--- src/rtl/dm_access_ctrl.sv ---
// M-stage data-memory access controller: turns a load/store into one word-aligned, byte-enabled
// memory transaction, stalls until dm_ready, and registers load results for W. Optional DM_ALIGN_CHECK_EN.
module dm_access_ctrl #(
  parameter int ADDR_W = 32
) (
  input  logic              clk,
  input  logic              reset,
  input  logic              m_valid,
  input  logic              m_re,
  input  logic              m_we,
  input  logic [1:0]        m_size,
  input  logic              m_unsigned,
  input  logic [ADDR_W-1:0] m_addr,
  input  logic [31:0]       m_wdata,
  output logic              stall,
  output logic              dm_req,
  output logic              dm_we,
  output logic [ADDR_W-1:0] dm_addr,
  output logic [3:0]        dm_byteen,
  output logic [31:0]       dm_wdata,
  input  logic              dm_ready,
  input  logic [31:0]       dm_rdata,
  output logic              w_valid,
  output logic [31:0]       w_rdata,
  output logic [1:0]        w_byte_addr,
  output logic [2:0]        w_load_type,
  output logic              exc_adel,
  output logic              exc_ades,
  output logic              dbg_state
);

  typedef enum logic {IDLE = 1'b0, BUSY = 1'b1} state_t;

  state_t              state_q, state_d;
  logic [ADDR_W-1:0]   addr_q, addr_d;
  logic                we_q, we_d;
  logic [3:0]          byteen_q, byteen_d;
  logic [31:0]         wdata_q, wdata_d;
  logic [1:0]          off_q;
  logic [2:0]          ltype_q, ltype_d;
  logic                w_valid_q;
  logic [31:0]         w_rdata_q;
  logic [1:0]          w_off_q;
  logic [2:0]          w_ltype_q;
  logic                req;
  logic                accept;
  logic                done;

  // Handshake: dm_req is held high for the whole BUSY state; the transaction completes on the
  // first rising edge at which dm_ready is high. dm_ready outside BUSY has no effect.
  assign req  = m_valid & (m_re | m_we);
  assign done = (state_q == BUSY) & dm_ready;

`ifdef DM_ALIGN_CHECK_EN
  logic misalign;
  always_comb begin
    misalign = 1'b0;
    case (m_size)
      2'b01:   misalign = m_addr[0];
      2'b10:   misalign = 1'b0;
      default: misalign = (m_addr[1:0] != 2'b00);
    endcase
  end
  assign accept   = req & ~misalign;
  assign exc_adel = (state_q == IDLE) & req & misalign & ~m_we;
  assign exc_ades = (state_q == IDLE) & req & misalign & m_we;
`else
  assign accept   = req;
  assign exc_adel = 1'b0;
  assign exc_ades = 1'b0;
`endif

  // Lane steering and load-type decode from the live M-stage request.
  always_comb begin
    addr_d   = {m_addr[ADDR_W-1:2], 2'b00};
    we_d     = m_we;
    byteen_d = 4'b1111;
    wdata_d  = m_wdata;
    ltype_d  = 3'b000;
    case (m_size)
      2'b01: begin
        byteen_d = m_addr[1] ? 4'b1100 : 4'b0011;
        wdata_d  = {2{m_wdata[15:0]}};
        ltype_d  = m_unsigned ? 3'b011 : 3'b100;
      end
      2'b10: begin
        byteen_d = 4'b0001 << m_addr[1:0];
        wdata_d  = {4{m_wdata[7:0]}};
        ltype_d  = m_unsigned ? 3'b001 : 3'b010;
      end
      default: ;
    endcase
    if (!m_we) byteen_d = 4'b0000;
  end

  always_comb begin
    state_d = state_q;
    stall   = 1'b0;
    case (state_q)
      IDLE: begin
        stall = accept;
        if (accept) state_d = BUSY;
      end
      BUSY: begin
        stall = ~dm_ready;
        if (dm_ready) state_d = IDLE;
      end
      default: state_d = IDLE;
    endcase
  end

  always_ff @(posedge clk) begin
    if (reset) begin
      state_q   <= IDLE;
      addr_q    <= '0;
      we_q      <= 1'b0;
      byteen_q  <= 4'b0000;
      wdata_q   <= 32'h0;
      off_q     <= 2'b00;
      ltype_q   <= 3'b000;
      w_valid_q <= 1'b0;
      w_rdata_q <= 32'h0;
      w_off_q   <= 2'b00;
      w_ltype_q <= 3'b000;
    end else begin
      state_q   <= state_d;
      w_valid_q <= done & ~we_q;
      if (state_q == IDLE && accept) begin
        addr_q   <= addr_d;
        we_q     <= we_d;
        byteen_q <= byteen_d;
        wdata_q  <= wdata_d;
        off_q    <= m_addr[1:0];
        ltype_q  <= ltype_d;
      end
      if (done && !we_q) begin
        w_rdata_q <= dm_rdata;
        w_off_q   <= off_q;
        w_ltype_q <= ltype_q;
      end
    end
  end

  assign dm_req      = (state_q == BUSY);
  assign dm_we       = (state_q == BUSY) & we_q;
  assign dm_addr     = addr_q;
  assign dm_byteen   = byteen_q;
  assign dm_wdata    = wdata_q;
  assign w_valid     = w_valid_q;
  assign w_rdata     = w_rdata_q;
  assign w_byte_addr = w_off_q;
  assign w_load_type = w_ltype_q;
  assign dbg_state   = state_q;

endmodule

--- config.mk ---
export PLATFORM = sky130hd
export DESIGN_NAME = dm_access_ctrl
export DESIGN_NICKNAME = d
export VERILOG_FILES = /design/src/rtl/dm_access_ctrl.sv
export SDC_FILE = /design/constraint.sdc
export NUM_CORES = 1
export LEC_CHECK = 0
export CORE_UTILIZATION = 37
export CTS_CLUSTER_SIZE = 28
export DETAILED_ROUTE_END_ITERATION = 7
export PLACE_DENSITY = 0.79
export SLEW_MARGIN = 40
export SYNTH_ARGS = -nofsm -noshare
export SYNTH_HDL_FRONTEND = slang
export SYNTH_SLANG_ARGS = --single-unit
--- constraint.sdc ---
create_clock -name clk -period 1.58 [get_ports clk]
set_input_delay 0.395 -clock clk [delete_from_list [all_inputs] [get_ports clk]]
set_output_delay 0.395 -clock clk [all_outputs]
set_load 0.01 [all_outputs]
; ---- Word-level counts from Yosys, hierarchy flattened
; Cells that the tools add are included.
; Widths: inputs -> output; s select.
[word_totals]
reg_bits = 111
elab_cells = 36
[classes]
n_eq_ne = 2
n_shift = 1
mux = 11
n_bitwise = 8
n_reduce_logical = 3
[ops]
columns = cell, n
row1 = $pmux 32 s2, 1
row2 = $mux 4, 2
row3 = $pmux 4 s2, 1
row4 = $pmux 3 s2, 1
row5 = $and 1x1->1, 4
row6 = $pmux 1 s2, 2
row7 = $shl 1x2->4 const A, 1
row8 = $mux 3, 1
row9 = $not 1->1, 3
row10 = $eq 2x1->1 const B, 1
row11 = $eq 2x2->1 const B, 1
row12 = $logic_and 1x1->1, 2
row13 = $mux 1, 2
row14 = $mux 2, 1
row15 = $logic_not 1->1, 1
row16 = $or 1x1->1, 1

; ---- Longest topological paths before layout
[logic_depth]
depth_word = 4
mapped_depth = 7
ltp_nobuf = 5

; ---- Worst setup path before layout
; Ideal clock, no wire load.
[synth_timing]
path_type = input-to-output
start = input port m_we
end = output port stall
arrival_ps = 1148
path_slack_ps = 37
cell_stages = 6
n_path_buf = 3
cell_sequence = or2_1 > buf_6 > buf_6 > buf_6 > nand2_1 > nand2_1
[synth_via]
elab_chain_cells = 3
[synth_rtl]
columns = element, line_no
row1 = "start, declared", 10  ; input logic m_we,
row2 = $or 1x1->1, 51  ; assign req = m_valid & (m_re | m_we);
row3 = $and 1x1->1, 51
row4 = $pmux 1 s2, 99  ; case (state_q)
row5 = "end, declared", 15  ; output logic stall,
; Every way passes these cells.

; ---- Worst setup path in the final report
[layout_timing]
start = register state_q (netlist: dbg_state)
end = output port dm_req
[layout_rtl]
columns = element, line_no
row1 = "start, declared", 34  ; state_t state_q, state_d;
row2 = "start signal, assigned", 126  ; state_q <= state_d;
row3 = "end, declared", 16  ; output logic dm_req,
; No word-level cell between the ends.

==> reports/results.ini <==
[timing]
fin_ws_ns=0.0446
grt_setup_unrepaired=no
finalCritPeriodShare_pct=97.2
fin_tns_setup_ns=0
fmax_mhz=651
fin_skew_ns=0.00845
setup_violations=0
worst_slew_pin_slew_ns=0.536
relSlewSlack_pct=64.3
min_period_ns=1.54
slew_violations=0
hold_violations=0

[detailed_routing]
wl_per_cell_um=16.5
vias=4797
viasPerCell=5.37
dr.pass1.iters=7
drcViolationCount=17
postRouteAntennaNets=0
drtIter0Drc=392
wl_um=14800

[critical_path]
cp_cell_sequence=buf_4, clkdlybuf4s15_1
crit_arrival_ns=1.14
crit_type=flip-flop to output pin
crit_cells=2
critPathTopFamily=flip-flops
required_ns=1.18
cp-end-kind=output pin
start_kind=flip-flop
ff2ff_path_depth=5
critPathBufInv=2
cp_slowest_cell=dfxtp_4
cpPeakStageDelay_ns=0.41
critPathMaxFanout=5

[global_route]
first_global_vias=4543
use_met2_pct=37.2
grt_util_met3_pct=4.91
use_met1_pct=27.5
busiest_layer=met2
grt_pass1_wl_um=22500
gr-total-overflow=0
grt_max_degree=109
antenna_found_initial=0
track_usage_pct=22.4

[logic_synthesis]
synth_edf_count=0
async_flop_share_pct=0
synth_area_leaders=dfxtp_1 (49%), a21oi_1 (12%), nand2_1 (7.8%), nand3_1 (4.5%), o21ai_0 (4.2%)
syn_inst=537
synthTopCellsByCount=dfxtp_1 (111), a21oi_1 (106), nand2_1 (93), nand3_1 (40), o21ai_0 (38)
yosysSeqAreaShare_pct=49.4
dominantRegCellSynth=dfxtp_1
syn_avg_cell_area_um2=8.37
ys_ff_latch=111
netlist_area_um2=4500
synth_top_area_share_pct=49.4
yosysMostFrequentCell=dfxtp_1
yosys.area.top_type=dfxtp_1
ys_warn_count=0
synth.distinct_cells=35

[floorplanning]
die_area_um2=12600
initial_utilization_pct=38.7
core-area_um2=11600
dieHeight_um=112
rows=39
pin_count=217
fp.dieW_um=112

[place]
numPortBuffers=212
place_area_um2=6830
pre_cts_slack_ns=-0.665
place_congestion=0.843
dp_hpwl_um=9890

[final_layout]
syn_to_final_growth_pct=60.3
postLayoutCellArea_um2=7210
antennaDiodeCount=0
finalNetCount=855
fillers=990
utilization_pct=62.1
final_layout_size_suffix_gt1_share_pct=12.0

[clock_network]
cts_num_sinks=111
tritoncts=done
h-tree-depth=3
insertion_delay_ns=0.35
path_clk_slew_ns=0.07
cts_root_buf=clkbuf_16
cts_buffer_depth=2
cts_buffers=9

[power_and_ir_drop]
p_leak_nw=3.09
power_per_cell_area_nw_per_um2=960
total_power_mw=6.92
ir_drop_mv=0.532

[status]
violations=DRC
status=complete, but fails checks

[hold_path]
hp-class=primary input to flip-flop
min_path_cells=3

[job]
drv_cap=0

cells by family (layout without fill, tap and decap cells):
family	after synthesis	in the layout	share of synthesized area, %
adders and majority gates	4	4	1.11
muxes	1	1	0.223
and+or+nand+nor	158	159	16.0
other	1	4	0.0834
buffers and inverters	62	271	7.38
DFF	111	111	49.4
AOI/OAI and AO/OA	200	201	25.8
placed cells by master, fill, tap and decap left out, drive strengths merged, types with 2 or more instances in the layout:
| cell | count |
|---|---|
| buf | 41 |
| or2 | 9 |
| a211oi | 11 |
| nand2b | 2 |
| a311oi | 16 |
| inv | 5 |
| ha | 4 |
| conb | 4 |
| clkdlybuf4s50 | 97 |
| dlygate4sd2 | 104 |
| nor2b | 2 |
| a21oi | 107 |
| clkdlybuf4s15 | 2 |
| nor2 | 5 |
| clkinv | 2 |
| o2bb2ai | 4 |
| nor3 | 2 |
| nand4 | 2 |
| nand2 | 93 |
| o21ba | 2 |
| bufinv | 3 |
| a22oi | 16 |
| clkbuf | 10 |
| dfxtp | 111 |
| dlymetal6s2s | 6 |
| o21ai | 45 |
| nand3 | 40 |
sequential cells by signal, indices dropped and copies added, names as in the netlist:
signal       cells
dbg_state        1
dm_addr         30
dm_byteen        4
dm_wdata        32
ltype_q          3
off_q            2
w_byte_addr      2
w_load_type      3
w_rdata         32
w_valid          1
we_q             1
where the power goes:
group	leakage [nW]	total [mW]	internal (mW)	switching [mW]
combinational	2.02	1.29	0.652	0.638
sequential	0.908	3.03	2.95	0.0823
clock	0.166	2.60	1.56	1.04
total	3.09	6.92	5.16	1.76
per-stage QoR:
step | hold WS [ns] | std cells
floorplan | 0.428 | 540
global placement | 0.441 | 875
detailed placement | 0.444 | 875
global route | 0.400 | 894
CTS | 0.455 | 891
finish | 0.412 | 894
layout make-up:
cell class,instances,area (um^2),area share (%)
clock buffer,9,225,3.13
clock inverter,7,120,1.67
inverter,4,15.0,0.208
multi-input combinational,369,2090,29.0
sequential,111,2230,30.9
tap,143,179,2.48
timing repair buffer,251,2350,32.7
final timing paths:
kind                     from           to  slack [ns]
setup / recovery    dbg_state       dm_req        0.04
hold / removal       dm_ready    dbg_state        0.41
setup reg to reg    dbg_state  dm_addr[24]        0.07
hold reg to reg   w_rdata[21]  w_rdata[21]        0.45
worst reg2reg max path, stage by stage (launching register included):
cell and delay (ns):
dfxtp_4 0.38, buf_4 0.14, nand2b_2 0.24, buf_4 0.26
o21ai_0 0.25, a21oi_1 0.10
per-layer routing:
layer,routed length (um),vias up
li1,-,2302
met1,6110,2225
met2,7040,223
met3,1060,47
met4,536,0
met5,0,-
repair_timing:
| action | 4_1_cts | 5_1_grt |
|---|---|---|
| pin swaps | 0 | 7 |
| setup buffers | 0 | 1 |
| cloned | 0 | 2 |
| endpoints found under the setup margin | 175 | 75 |
| hold buffers | 0 | 0 |
| gates resized for setup | 116 | 35 |
No activity file was read; power rests on OpenSTA's default activity.
